### src/rtl/naive_bus_xbar.sv
// naive_bus_xbar: N-master / M-slave shared bus, one transaction per cycle, with
// fixed-priority or round-robin arbitration, registered read return and decode-error logging.
module naive_bus_xbar #(
  parameter int                    N_MASTER    = 3,
  parameter int                    N_SLAVE     = 4,
  parameter logic [32*N_SLAVE-1:0] SLAVES_MASK = {N_SLAVE{32'h0000_0fff}},
  parameter logic [32*N_SLAVE-1:0] SLAVES_BASE = {32'h0003_0000, 32'h0002_0000,
                                                  32'h0001_0000, 32'h0000_0000},
  parameter int                    ARB_MODE    = 0
) (
  input  logic                    clk,
  input  logic                    rst,
  input  logic [N_MASTER-1:0]     m_rd_req,
  input  logic [N_MASTER-1:0]     m_wr_req,
  output logic [N_MASTER-1:0]     m_rd_gnt,
  output logic [N_MASTER-1:0]     m_wr_gnt,
  input  logic [32*N_MASTER-1:0]  m_rd_addr,
  input  logic [32*N_MASTER-1:0]  m_wr_addr,
  input  logic [32*N_MASTER-1:0]  m_wr_data,
  input  logic [4*N_MASTER-1:0]   m_wr_be,
  output logic [32*N_MASTER-1:0]  m_rd_data,
  output logic [N_SLAVE-1:0]      s_rd_req,
  output logic [N_SLAVE-1:0]      s_wr_req,
  input  logic [N_SLAVE-1:0]      s_rd_gnt,
  input  logic [N_SLAVE-1:0]      s_wr_gnt,
  output logic [32*N_SLAVE-1:0]   s_rd_addr,
  output logic [32*N_SLAVE-1:0]   s_wr_addr,
  output logic [32*N_SLAVE-1:0]   s_wr_data,
  output logic [4*N_SLAVE-1:0]    s_wr_be,
  input  logic [32*N_SLAVE-1:0]   s_rd_data,
  output logic [15:0]             o_decerr_cnt,
  output logic [31:0]             o_decerr_addr
);

  localparam int MW = (N_MASTER > 1) ? $clog2(N_MASTER) : 1;

  logic [MW-1:0]       ptr, ptr_next, win_idx;
  logic [N_MASTER-1:0] active, ge_ptr, win_oh;
  logic                any_req, do_wr, do_rd, hit, sel_gnt, granted;
  logic [N_SLAVE-1:0]  hit_oh;
  logic [31:0]         sel_addr, sel_wdata, ret_data;
  logic [3:0]          sel_be;
  logic                rd_valid, rd_err;
  logic [N_MASTER-1:0] rd_master_oh;
  logic [N_SLAVE-1:0]  rd_slave_oh;

  function automatic logic [N_MASTER-1:0] first_master(input logic [N_MASTER-1:0] v);
    logic [N_MASTER-1:0] r;
    r = '0;
    for (int i = 0; i < N_MASTER; i++)
      if (v[i] && r == '0) r[i] = 1'b1;
    return r;
  endfunction

  // Round-robin searches masters at or above the pointer first, then wraps to the bottom.
  always_comb begin
    active  = m_rd_req | m_wr_req;
    any_req = |active;
    ge_ptr  = '0;
    for (int i = 0; i < N_MASTER; i++) ge_ptr[i] = (i >= int'(ptr));
    if (ARB_MODE == 1 && (active & ge_ptr) != '0) win_oh = first_master(active & ge_ptr);
    else                                           win_oh = first_master(active);
    win_idx = '0;
    for (int i = 0; i < N_MASTER; i++)
      if (win_oh[i]) win_idx = MW'(i);
    ptr_next  = (win_idx == MW'(N_MASTER - 1)) ? '0 : win_idx + 1'b1;
    do_wr     = |(win_oh & m_wr_req);
    do_rd     = any_req && !do_wr;
    sel_addr  = '0;
    sel_wdata = '0;
    sel_be    = '0;
    for (int i = 0; i < N_MASTER; i++) begin
      if (win_oh[i]) begin
        sel_addr  = do_wr ? m_wr_addr[32*i +: 32] : m_rd_addr[32*i +: 32];
        sel_wdata = m_wr_data[32*i +: 32];
        sel_be    = m_wr_be[4*i +: 4];
      end
    end
  end

  always_comb begin
    hit_oh = '0;
    for (int i = 0; i < N_SLAVE; i++)
      if (hit_oh == '0 && (sel_addr & ~SLAVES_MASK[32*i +: 32]) == SLAVES_BASE[32*i +: 32])
        hit_oh[i] = 1'b1;
    hit     = |hit_oh;
    sel_gnt = |(hit_oh & (do_wr ? s_wr_gnt : s_rd_gnt));
    granted = any_req && (!hit || sel_gnt);
  end

  // A decode miss never reaches a slave but is granted at once so the master cannot hang.
  always_comb begin
    s_rd_req  = '0;
    s_wr_req  = '0;
    s_rd_addr = '0;
    s_wr_addr = '0;
    s_wr_data = '0;
    s_wr_be   = '0;
    m_rd_gnt  = '0;
    m_wr_gnt  = '0;
    if (any_req) begin
      for (int i = 0; i < N_SLAVE; i++) begin
        if (hit_oh[i]) begin
          if (do_wr) begin
            s_wr_req[i]         = 1'b1;
            s_wr_addr[32*i +: 32] = sel_addr;
            s_wr_data[32*i +: 32] = sel_wdata;
            s_wr_be[4*i +: 4]     = sel_be;
          end else begin
            s_rd_req[i]         = 1'b1;
            s_rd_addr[32*i +: 32] = sel_addr;
          end
        end
      end
      if (do_wr) m_wr_gnt = win_oh & {N_MASTER{granted}};
      else       m_rd_gnt = win_oh & {N_MASTER{granted}};
    end
  end

  always_ff @(posedge clk or posedge rst) begin
    if (rst) begin
      ptr           <= '0;
      rd_valid      <= 1'b0;
      rd_err        <= 1'b0;
      rd_master_oh  <= '0;
      rd_slave_oh   <= '0;
      o_decerr_cnt  <= '0;
      o_decerr_addr <= '0;
    end else begin
      if (ARB_MODE == 1 && N_MASTER > 1 && granted) ptr <= ptr_next;
      rd_valid     <= do_rd && granted;
      rd_err       <= !hit;
      rd_master_oh <= win_oh;
      rd_slave_oh  <= hit_oh;
      if (any_req && !hit) begin
        if (o_decerr_cnt != 16'hffff) o_decerr_cnt <= o_decerr_cnt + 16'd1;
        o_decerr_addr <= sel_addr;
      end
    end
  end

  // Slave read data arrives the cycle after its grant, so it is steered by last cycle's winner.
  always_comb begin
    ret_data  = '0;
    m_rd_data = '0;
    for (int i = 0; i < N_SLAVE; i++)
      if (rd_slave_oh[i]) ret_data = s_rd_data[32*i +: 32];
    for (int j = 0; j < N_MASTER; j++)
      if (rd_valid && !rd_err && rd_master_oh[j]) m_rd_data[32*j +: 32] = ret_data;
  end

endmodule
### config.mk
export PLATFORM = sky130hd
export DESIGN_NAME = naive_bus_xbar
export DESIGN_NICKNAME = d
export VERILOG_FILES = /design/src/rtl/naive_bus_xbar.sv
export SDC_FILE = /design/constraint.sdc
export NUM_CORES = 1
export LEC_CHECK = 0
export CORE_AREA = 2 2 390 392
export DETAILED_ROUTE_END_ITERATION = 8
export DIE_AREA = 0 0 392 394
export GPL_TIMING_DRIVEN = 0
export PLACE_DENSITY = 0.38
export RECOVER_POWER = 100
export SLEW_MARGIN = 15
export SYNTH_ARGS = -nofsm -noshare
export SYNTH_HDL_FRONTEND = slang
export SYNTH_SLANG_ARGS = --single-unit
### constraint.sdc
create_clock -name clk -period 7.95 [get_ports clk]
set_input_delay 2.385 -clock clk [delete_from_list [all_inputs] [get_ports clk]]
set_output_delay 2.385 -clock clk [all_outputs]
set_load 0.05 [all_outputs]
* Word level (Yosys, flattened, before mapping)
Index checks and enable logic that the tools add are counted.
** Word-level totals
- Output and inout bits :: 558
- Bits in registers :: 57
- Word-level logic and storage cells :: 110
** Operators by class
- Bitwise logic cells :: 6
- Add/subtract/negate cells :: 1
- Muxes and demuxes :: 67
- Reduce and logical (&&, ||, !) cells :: 26
- Equality and inequality tests :: 4
** Operators by type and width (number)
- 32-bit two-way mux :: 31
- 128-bit two-way mux :: 3
- 4-bit two-way mux :: 11
- 20-bit by 6-bit equality test with 1-bit output, second input constant :: 2
- 32-bit zero test :: 1
- 20-bit by 5-bit equality test with 1-bit output, second input constant :: 1
- 1-bit two-way mux :: 17
- 16-bit by 1-bit adder with 16-bit output, second input constant :: 1
- 16-bit two-way mux :: 1
- 16-bit inequality test, second input constant :: 1
- 1-bit logical AND :: 13
- 3-bit two-way mux :: 4
- 4-bit OR reduction :: 2
- 3-bit AND :: 2
- 3-bit OR reduction :: 2
- 4-bit AND :: 1
- 2-bit zero test :: 2
- 1-bit zero test :: 3
- 3-bit zero test :: 1
- 3-bit bitwise OR :: 1
- 1-bit inverter :: 2
- 2-bit AND reduction :: 1
- 1-bit logical OR :: 1

* Logic depth before layout (Yosys ltp)
Gate-level depths: netlist of the first run.
- Depth in word-level cells :: 32
- Mapped depth :: 14
- Gate-level depth less buffers :: 9

* Worst setup path after synthesis of the first run
Ideal clock, no wire load.
- Path kind :: input to output
- Start point :: input port m_rd_req[1]
- End point :: output port m_wr_gnt[1]
- Stages on the path :: 9
- Buffers on the path :: 2
- Setup slack :: 0.316 ns
- Arrival :: 5.249 ns
- Cells stage by stage :: buf_4 -> nor4_4 -> nand2_2 -> clkbuf_1 -> a22oi_1 -> mux4_2 -> nor2b_1 -> a211oi_2 -> nor3_1
** On the way
- Word-level cells in the longest chain between the ends :: 30
- Elaborated cells on any way between the ends :: 39
- Classes of those cells :: eq/ne: 3; mux: 15; bitwise: 5; reduce/logical: 16
** RTL lines
- start, declared :: RTL line 13 : input logic [N_MASTER-1:0] m_rd_req,
- 3-bit bitwise OR * :: RTL line 57 : active = m_rd_req | m_wr_req;
- 1-bit logical AND :: RTL line 51 : if (v[i] && r == '0) r[i] = 1'b1;
- 1-bit two-way mux :: RTL line 51
- 2-bit zero test :: RTL line 51
- 1-bit logical AND :: RTL line 51
- 1-bit two-way mux :: RTL line 51
- 3-bit AND :: RTL line 67 : do_wr = |(win_oh & m_wr_req);
- 3-bit OR reduction :: RTL line 67
- [... 14 more ...]
- 1-bit two-way mux :: RTL line 84 : if (hit_oh == '0 && (sel_addr & ~SLAVES_MASK[32*i +: 32]) == SLAVES_BASE[32*i +: 32])
- 4-bit AND / 4-bit OR reduction (equally long branches) :: RTL line 87, 86
- 4-bit OR reduction / 1-bit zero test (equally long branches) :: RTL line 87, 88
- 1-bit logical OR :: RTL line 88 : granted = any_req && (!hit || sel_gnt);
- 1-bit logical AND :: RTL line 88
- 3-bit AND :: RTL line 115 : if (do_wr) m_wr_gnt = win_oh & {N_MASTER{granted}};
- 3-bit two-way mux :: RTL line 115
- 3-bit two-way mux * :: RTL line 101 : if (any_req) begin
- end, declared :: RTL line 16 : output logic [N_MASTER-1:0] m_wr_gnt,
Every way passes the cells marked *; elsewhere a longest branch is shown, timed or not.

* Worst setup path after layout of the first run
- Start point :: input port m_wr_req[0]
- End point :: output port s_wr_addr[66]
** On the way
- Word-level cells in the longest chain between the ends :: 24
- Elaborated cells on any way between the ends :: 30
- Classes of those cells :: eq/ne: 2; mux: 15; bitwise: 4; reduce/logical: 9
** RTL lines
- start, declared :: RTL line 14 : input logic [N_MASTER-1:0] m_wr_req,
- 3-bit bitwise OR :: RTL line 57
- 1-bit two-way mux :: RTL line 51
- 1-bit inverter :: RTL line 51
- 1-bit logical AND :: RTL line 51
- 1-bit two-way mux :: RTL line 51
- 2-bit zero test :: RTL line 51
- 1-bit logical AND :: RTL line 51
- 1-bit two-way mux :: RTL line 51
- [... 8 more ...]
- 1-bit inverter :: RTL line 84
- 1-bit logical AND :: RTL line 84
- 1-bit two-way mux :: RTL line 84
- 2-bit zero test :: RTL line 84
- 1-bit logical AND :: RTL line 84
- 1-bit two-way mux :: RTL line 84
- 32-bit two-way mux :: RTL line 103 : if (hit_oh[i]) begin
- 128-bit two-way mux * :: RTL line 101
- end, declared :: RTL line 27 : output logic [32*N_SLAVE-1:0] s_wr_addr,
Marked as above.

==> results.json, run 1 <==
{
  "min_path_type": "flip-flop to flip-flop",
  "grt_first_pass_wirelength_um": 137000,
  "ios": 1002,
  "path_max_fanout": 8,
  "critical_path_class": "input pin to primary output",
  "drt-met1-wl_um": 46400,
  "final_cell_mix": "clkdlybuf4s50_1 (531), nor2_1 (256), buf_4 (217)",
  "pwr_density_cell_nw_per_um2": 79.2,
  "drtAntennaViolNets": 0,
  "avgSynthCellArea_um2": 6.54,
  "hold_viol_final": 0,
  "crit_arrival_ns": 5.72,
  "grt_antenna_before_repair": 25,
  "layout-drive-gt1-share_pct": 37.9,
  "rsz0062_at_grt": "true",
  "status": "finished, violations left",
  "maxSlewHeadroom_pct": -35.7,
  "ys.flop_type": "dfrtp_1",
  "grt_pass1_vias": 14063,
  "cts_buffer_depth": 2,
  "fin_crit_ns": 8.11,
  "dieArea_um2": 154000,
  "skew_ns": 0.00697,
  "setup_tns_ns": -3.60,
  "worstHoldEndpoint": "o_decerr_addr[17]",
  "place.gp.congestion": 0.851,
  "dr_wl_met2_um": 54400,
  "cts_tree": "built",
  "die_h_um": 394,
  "first_pass_iters": 8,
  "cp-start-kind": "input pin",
  "synth_edf_count": 0,
  "path_clk_slew_ns": 0.06,
  "dr.first_iter.drc_count": 804,
  "async_flop_share_pct": 100,
  "grt_max_degree": 35,
  "rrSetupSlack_ns": 5.41,
  "vias_per_cell": 3.12,
  "fillers": 17347,
  "h-tree-depth": 3,
  "clock_latency_ns": 0.40,
  "final_nets": 2831,
  "core_area_um2": 151000,
  "p_leak_nw": 9.07,
  "peakVddDrop_mv": 0.112,
  "max-cap-violations": 2,
  "post-route-drc-count": 0,
  "fin_util_pct": 15.7,
  "setup_ws_ns": -0.160,
  "synth-warning-count": 0,
  "final_common_cell": "clkdlybuf4s50_1",
  "synthCells": 1299,
  "hold_depth": 1,
  "grt_usage_pct": 13.4,
  "overflow": 0,
  "ys_types": 64,
  "fmax_ghz": 0.123,
  "hold_start": "o_decerr_addr[17]",
  "seq_area_frac_synth_pct": 16.8,
  "initial_core_util_pct": 5.64,
  "rows": 143,
  "yosys.area.top_type_share_pct": 19.9,
  "crit_path_end_kind": "primary output",
  "die_w_um": 392,
  "clockRootBuffer": "clkbuf_16",
  "rr_worst_depth": 8,
  "worstPathRequired_ns": 5.57,
  "numCtsBuffers": 9,
  "setup_viol": 70,
  "num_vias": 13832,
  "ys_seq_elements": 57,
  "drt-total-wl_um": 109000,
  "maxUsedRoutingLayer": "met5",
  "io_buffers": 847,
  "cts_sinks": 57,
  "yosys-top-cells-area": "nor2_1 (20%), dfrtp_1 (17%), buf_4 (14%)",
  "wl_met3_um": 6800,
  "synth_area_um2": 8490,
  "slew_viol_final": 60,
  "area_growth_syn_to_layout_pct": 179,
  "timing.rr.end": "o_decerr_cnt[1]",
  "wl_per_cell_um": 24.7,
  "yosysTopAreaCell": "nor2_1",
  "r2r_start": "o_decerr_cnt[0]",
  "violations": "capacitance limit, slew limit, setup timing",
  "worstMarginPinSlew_ns": 2.03,
  "timing.final.crit_share_pct": 102,
  "dp_hpwl_um": 92300
}
## through the flow
stage          hold slack [ns]  total power [mW]  instance area, um^2  worst slack [ns]  cells
3_3_place_gp             0.490              1.37                20100             -3.69   4327
2_1_floorplan            0.751             0.852                 9060             0.316   1450
5_1_grt                  0.512              1.98                23700            -0.203   4423
6_report                 0.505              1.88                23700            -0.160   4429
3_5_place_dp             0.499              1.38                20300             -2.51   4338
4_1_cts                  0.512              1.91                21800            -0.143   4399
## state kept, by name (all words and copies together), names as in the netlist
signal and flops:
rd_err 1, rd_valid 1, o_decerr_addr 32, o_decerr_cnt 16, rd_slave_oh 4, rd_master_oh 3
## kinds of logic (layout without fill, tap and decap cells)
family / Yosys count / count (layout) / share of synthesized area (%)
simple gates: 612 / 612 / 30.2
buf+inv: 296 / 1237 / 21.5
compound gates: 263 / 263 / 22.7
mux: 59 / 59 / 7.62
flops: 57 / 57 / 16.8
xor+xnor: 10 / 10 / 1.03
fa+ha+maj: 1 / 1 / 0.147
other cells: 1 / 160 / 0.0442
## critical path: stages
cell and delay [ns]:
buf_6 0.07, buf_6 0.12, buf_6 0.10, nor4_4 0.04
buf_6 0.14, and2_4 0.16, a222oi_1 0.60, o21ai_2 0.21
nor4_2 0.32, nand3_2 0.12, buf_12 0.16, buf_12 0.12
or3b_4 0.42, buf_12 0.18, buf_16 0.16, nor2_4 0.21
buf_8 0.18
## per-layer routing
metal	track usage, %	up-vias
met3	2.98	78
met5	0	-
met4	2.54	6
li1	-	6351
met1	16.6	6707
met2	23.8	690
## Yosys cell counts, types with 4 or more instances
master / n
dfrtp_1: 57
and3_1: 9
clkbuf_1: 58
o221a_2: 5
o21ai_0: 20
inv_1: 26
nand3b_1: 5
mux2i_1: 32
a21oi_1: 91
buf_6: 13
mux2_2: 24
inv_2: 4
a22oi_1: 39
a221oi_1: 4
xnor2_1: 10
a32oi_1: 10
or2_2: 37
buf_2: 21
nand3_1: 16
buf_4: 157
a222oi_1: 39
nor2b_1: 10
nor2_1: 449
o21bai_1: 5
o221ai_1: 18
buf_1: 17
nand2_1: 65
## area by class of cell
class,count,area [um^2],area share (%)
antenna,8,20.0,0.0844
multi-input combinational,1097,7210,30.4
clock inverter,7,80.1,0.338
buffer,265,2150,9.09
tap,2030,2540,10.7
clock buffer,9,225,0.950
timing repair buffer,926,9930,41.9
sequential,57,1430,6.02
inverter,30,124,0.522
## where the power goes
group	switching, mW	internal [mW]	total, mW
sequential	0.0262	0.321	0.347
clock	0.196	0.245	0.441
combinational	0.672	0.419	1.09
total	0.894	0.985	1.88
## how the worst max path moves through the flow
stage / from / end / depth (start not counted)
after global routing: m_wr_req[0] / s_wr_addr[66] / 17
after CTS: m_wr_req[0] / s_rd_req[2] / 17
after global placement: m_wr_req[2] / s_wr_addr[4] / 11
after floorplan: m_rd_req[1] / m_wr_gnt[1] / 9
after detailed placement: m_wr_req[2] / s_wr_addr[104] / 11
final: m_wr_req[0] / s_wr_addr[66] / 17
## what timing repair did
action,4_1_cts,5_1_grt
buffers inserted,36,19
pin swaps,44,66
hold buffers,0,0
resized for setup,1835,671
endpoints found under the setup margin,262,262
cloned,10,7
Note: power is estimated with default switching activity, not from simulation.
==> run 2: changes to the inputs <==
Settings changed: SLEW_MARGIN 15 to 30.
==> results.json, run 2 (same netlist as run 1, synthesis figures left out) <==
{
  "status": "finished, violations left",
  "violations": "capacitance limit, slew limit",
  "drtAntennaViolNets": 0,
  "hold_viol_final": 0,
  "power_frac_comb_pct": 58.1,
  "peakVddDrop_mv": 0.111,
  "path_clk_slew_ns": 0.06,
  "timing.final.crit_share_pct": 99.3,
  "crit_slowest_cell": "or3b_4",
  "initial_core_util_pct": 5.64,
  "overflow": 0,
  "cpMostUsedCell": "buf_12",
  "core_area_um2": 151000,
  "cp-start-kind": "input pin",
  "dp_hpwl_um": 92100,
  "path_cells": "buf_8 > buf_8 > buf_12 > o31ai_4 > buf_6 > mux2i_4 > o211ai_1 > nor4_4 > nand3_2 > buf_12 > buf_12 > or3b_4 > buf_12 > buf_12 > nor2_4 > buf_8",
  "grt_max_degree": 45,
  "top_register": "o_decerr_addr",
  "setup_viol": 0,
  "cts_tree": "built",
  "worstPathRequired_ns": 5.57,
  "cts_buffer_depth": 2,
  "drt-total-wl_um": 107000,
  "post-route-drc-count": 0,
  "clock_latency_ns": 0.40,
  "max-cap-violations": 1,
  "seqPwrFrac_pct": 18.5,
  "setup_tns_ns": 0,
  "maxSlewHeadroom_pct": -128,
  "layout-drive-gt1-share_pct": 33.7,
  "largest_register_ffs": 32,
  "pwr-share-clk_pct": 23.4,
  "dieArea_um2": 154000,
  "critical_path_class": "input pin to primary output",
  "rrSetupSlack_ns": 5.41,
  "cp_slowest_stage_delay_ns": 0.40,
  "ios": 1002,
  "grt_usage_pct": 13.3,
  "io_buffers": 847,
  "grt_pass1_vias": 13867,
  "fin_crit_ns": 7.89,
  "min_path_type": "flip-flop to flip-flop",
  "fmax_ghz": 0.127,
  "setup_ws_ns": 0.0593,
  "wl_per_cell_um": 24.3,
  "rows": 143,
  "p_int_mw": 1.00,
  "slew_viol_final": 45,
  "final_cell_mix": "clkdlybuf4s50_1 (578), nor2_1 (356), buf_4 (245)",
  "grt_first_pass_wirelength_um": 135000,
  "fin_util_pct": 14.6,
  "cts_sinks": 57,
  "clockRootBuffer": "clkbuf_16",
  "p_leak_nw": 8.72,
  "worstMarginPinSlew_ns": 3.41,
  "area_growth_syn_to_layout_pct": 160,
  "grt_antenna_before_repair": 28,
  "rsz0062_at_grt": "true",
  "skew_ns": 0.00812,
  "crit_arrival_ns": 5.51,
  "die_w_um": 392,
  "path_max_fanout": 8,
  "crit_path_end_kind": "primary output",
  "final_common_cell": "clkdlybuf4s50_1",
  "place.gp.congestion": 0.851,
  "num_vias": 13687,
  "p_switching_uw": 877,
  "dp_cells": 4338,
  "dp_slack_ns": -2.59,
  "numCtsBuffers": 9,
  "die_h_um": 394,
  "dr.first_iter.drc_count": 937,
  "reg_top3": "o_decerr_addr x32, o_decerr_cnt x16, rd_slave_oh x4",
  "pwr_density_cell_nw_per_um2": 85.3,
  "vias_per_cell": 3.10,
  "final_nets": 2819,
  "switching_share_pct": 46.6,
  "fin_cells": 4418,
  "first_pass_iters": 7,
  "h-tree-depth": 3
}
-- run 2: changes by cell type in the layout (fill, tap and decap cells not counted), moves of 28 or more --
cell             change
buf_4               +28
nor2_4              -95
buf_6               -43
dlygate4sd3_1       -48
buf_2               +68
clkdlybuf4s50_1     +47
buf_8               -73
nor2_1             +100
-- run 2: power by group through the flow --
| stage | registers, mW | clock network, mW | logic (mW) |
|---|---|---|---|
| floorplan | 0.452 | 0 | 0.400 |
| global placement | 0.352 | 0 | 1.01 |
| detailed placement | 0.353 | 0 | 1.04 |
| CTS | 0.349 | 0.476 | 1.09 |
| global route | 0.353 | 0.478 | 1.15 |
| finish | 0.348 | 0.440 | 1.09 |
-- run 2: cell type report --
class | count | area, um^2
clock inverters | 7 | 80.1
clock buffers | 9 | 225
flip-flops and latches | 57 | 1430
plain buffers | 262 | 2030
inverters | 30 | 124
multi-input cells | 1097 | 6590
well taps | 2030 | 2540
diodes | 9 | 22.5
fillers | 17513 | 129000
repair buffers | 917 | 9020
-- run 2: path summary, 6_finish.rpt --
| kind | startpoint | endpoint | depth (start not counted) |
|---|---|---|---|
| max in group asynchronous | rst | o_decerr_addr[10] | 3 |
| worst min-delay path | o_decerr_addr[17] | o_decerr_addr[17] | 1 |
| worst max-delay path | m_wr_req[0] | s_wr_addr[66] | 16 |
| worst max register to register | o_decerr_cnt[0] | o_decerr_cnt[1] | 8 |
| worst min register to register | o_decerr_addr[17] | o_decerr_addr[17] | 1 |
| min in group asynchronous | rst | o_decerr_cnt[1] | 2 |
-- run 2: critical path: cells and delay by family --
family                 cells  cell delay [ns]
buffers and inverters      9             1.32
and+or+nand+nor            4             1.03
AOI/OAI and AO/OA          2             0.51
muxes                      1             0.22
-- run 2: what timing repair did --
action,4_1_cts,5_1_grt
cloned,8,2
hold buffers,0,0
gates resized for setup,1718,150
buffers inserted,32,16
endpoints found under the setup margin,262,262
pin swaps,32,31
hold endpoints to repair,0,0
-- run 2: metal layers --
layer	global-route usage, %	wire length (um)	vias to the layer above	share of wire (%)
li1	-	-	6311	-
met3	2.76	6640	86	6.2
met5	0	47	-	0.044
met2	23.7	53900	641	50
met1	16.2	44700	6643	42
met4	2.52	2000	6	1.9
-- run 2: per-stage QoR --
| stage | power (mW) | hold WS, ns | cell area (um^2) |
|---|---|---|---|
| CTS | 1.92 | 0.514 | 21700 |
| floorplan | 0.852 | 0.751 | 9060 |
| detailed placement | 1.39 | 0.499 | 20400 |
| finish | 1.88 | 0.509 | 22100 |
| global route | 1.98 | 0.521 | 22000 |
| global placement | 1.37 | 0.490 | 20100 |
==> run 3: changes to the inputs <==
--- a/config.mk
+++ b/config.mk
@@ -6,7 +6,7 @@
 export NUM_CORES = 1
 export LEC_CHECK = 0
-export CORE_AREA = 2 2 390 392
+export CORE_AREA = 3 3 391 393
 export DETAILED_ROUTE_END_ITERATION = 8
-export DIE_AREA = 0 0 392 394
+export DIE_AREA = 0 0 394 396
 export GPL_TIMING_DRIVEN = 0
 export PLACE_DENSITY = 0.38
==> constraint.sdc (replaced) <==
create_clock -name clk -period 7.95 [get_ports clk]
set_input_delay 2.385 -clock clk [delete_from_list [all_inputs] [get_ports clk]]
set_output_delay 2.385 -clock clk [all_outputs]
set_load 0.01 [all_outputs]
==> results.json, run 3 (same netlist as run 1, synthesis figures left out) <==
{
  "drtAntennaViolNets": 0,
  "peakVddDrop_mv": 0.113,
  "fin_util_pct": 14.2,
  "wl_per_cell_um": 24.2,
  "top_register": "o_decerr_addr",
  "hold_start": "o_decerr_addr[6]",
  "min_path_type": "flip-flop to flip-flop",
  "dp_cells": 4322,
  "holdWs_ns": 0.502,
  "skew_ns": 0.00632,
  "drt-met1-wl_um": 41700,
  "critical_path_class": "input pin to primary output",
  "path_max_fanout": 10,
  "maxSlewHeadroom_pct": -32.2,
  "cts_sinks": 57,
  "post-route-drc-count": 0,
  "crit_path_start": "m_wr_req[1]",
  "total_power_mw": 1.60,
  "ios": 1002,
  "die_h_um": 396,
  "multiInputGateArea_um2": 6270,
  "setup_ws_ns": 0.0762,
  "first_pass_iters": 7,
  "pwr_density_cell_nw_per_um2": 75.5,
  "dr.first_iter.drc_count": 961,
  "reg_top3": "o_decerr_addr x32, o_decerr_cnt x16, rd_slave_oh x4",
  "crit_path_end_kind": "primary output",
  "final_cell_mix": "clkdlybuf4s50_1 (532), nor2_1 (418), buf_4 (195)",
  "place.gp.congestion": 0.873,
  "core_area_um2": 150000,
  "final_common_cell": "clkdlybuf4s50_1",
  "cts_hold_buf": 0,
  "hold_viol_final": 0,
  "clock_latency_ns": 0.39,
  "worstMarginPinSlew_ns": 1.98,
  "max-cap-violations": 2,
  "dieArea_um2": 156000,
  "grt_max_degree": 34,
  "worstPathRequired_ns": 5.57,
  "fin_cells": 4391,
  "cts_buffer_depth": 2,
  "dp_hpwl_um": 93200,
  "num_vias": 13467,
  "cts_tree": "built",
  "h-tree-depth": 3,
  "regArea_um2": 1430,
  "largest_register_ffs": 32,
  "numCtsBuffers": 9,
  "timing.final.crit_share_pct": 99.0,
  "violations": "capacitance limit, slew limit",
  "die_w_um": 394,
  "wl_met3_um": 6280,
  "overflow": 0,
  "r2r_start": "o_decerr_cnt[0]",
  "rsz0062_at_grt": "true",
  "rows": 142,
  "slew_viol_final": 61,
  "path_clk_slew_ns": 0.06,
  "fmax_ghz": 0.127,
  "vias_per_cell": 3.07,
  "clockRootBuffer": "clkbuf_16",
  "initial_core_util_pct": 5.67,
  "maxUsedRoutingLayer": "met5",
  "crit_arrival_ns": 5.49,
  "p_leak_nw": 8.90,
  "area_growth_syn_to_layout_pct": 150,
  "dp_slack_ns": -2.43,
  "cp-start-kind": "input pin",
  "layout-drive-gt1-share_pct": 24.7,
  "grt_antenna_before_repair": 26,
  "grt_usage_pct": 12.9,
  "fin_crit_ns": 7.87,
  "final_nets": 2812,
  "grt_first_pass_wirelength_um": 134000,
  "fillers": 17403,
  "dr_wl_met2_um": 55900,
  "io_buffers": 847,
  "grt_pass1_vias": 13951,
  "setup_viol": 0,
  "drt-total-wl_um": 106000,
  "status": "finished, violations left"
}
run 3: final timing paths:
check                                    to  slack, ns  depth (start not counted)
setup / recovery               s_wr_addr[9]       0.08                         14
hold / removal             o_decerr_addr[6]       0.50                          1
setup reg to reg            o_decerr_cnt[1]       5.37                          8
hold reg to reg            o_decerr_addr[6]       0.50                          1
max in group asynchronous  o_decerr_addr[6]       2.54                          3
min in group asynchronous  o_decerr_addr[0]       2.89                          2
run 3: per-layer routing:
layer / vias to the layer above / GRT usage [%]
met1: 6486 / 14.7
met2: 626 / 24.4
li1: 6276 / -
met4: 6 / 2.61
met3: 73 / 3.04
met5: - / 0.616
run 3: cell type report:
cell class,count,share of cell area [%]
timing repair buffer,907,40.1
multi-input combinational,1097,29.6
tap,2016,11.9
buffer,265,9.74
sequential,57,6.73
clock buffer,10,1.08
inverter,30,0.596
clock inverter,6,0.207
antenna,3,0.0354
run 3: through the flow:
stage | area, um^2 | setup TNS, ns
after detailed placement | 20400 | -514.70
after floorplan | 9060 | 0
after global placement | 20100 | -624.24
final | 21200 | 0
after global routing | 21200 | -3.31
after CTS | 21200 | 0
run 3: where the power goes:
group / internal (mW) / switching (mW)
Sequential: 0.321 / 0.0290
Clock: 0.212 / 0.203
Combinational: 0.417 / 0.419
run 3: critical path, cell delays in order:
cell,delay [ns]
clkbuf_4,0.15
buf_6,0.14
clkbuf_1,0.29
a221o_1,0.41
a22oi_2,0.28
nand3_1,0.12
nor2_1,0.23
nand3_4,0.19
buf_12,0.18
or3_4,0.39
bufbuf_16,0.29
buf_16,0.15
nor2_2,0.10
buf_2,0.15
run 3: repair_timing:
item,CTS,global route
gates resized for setup,773,107
cloned,8,0
pin swaps,30,10
setup buffers,39,4
setup endpoints to repair,262,195
endpoints found under the hold margin,0,0
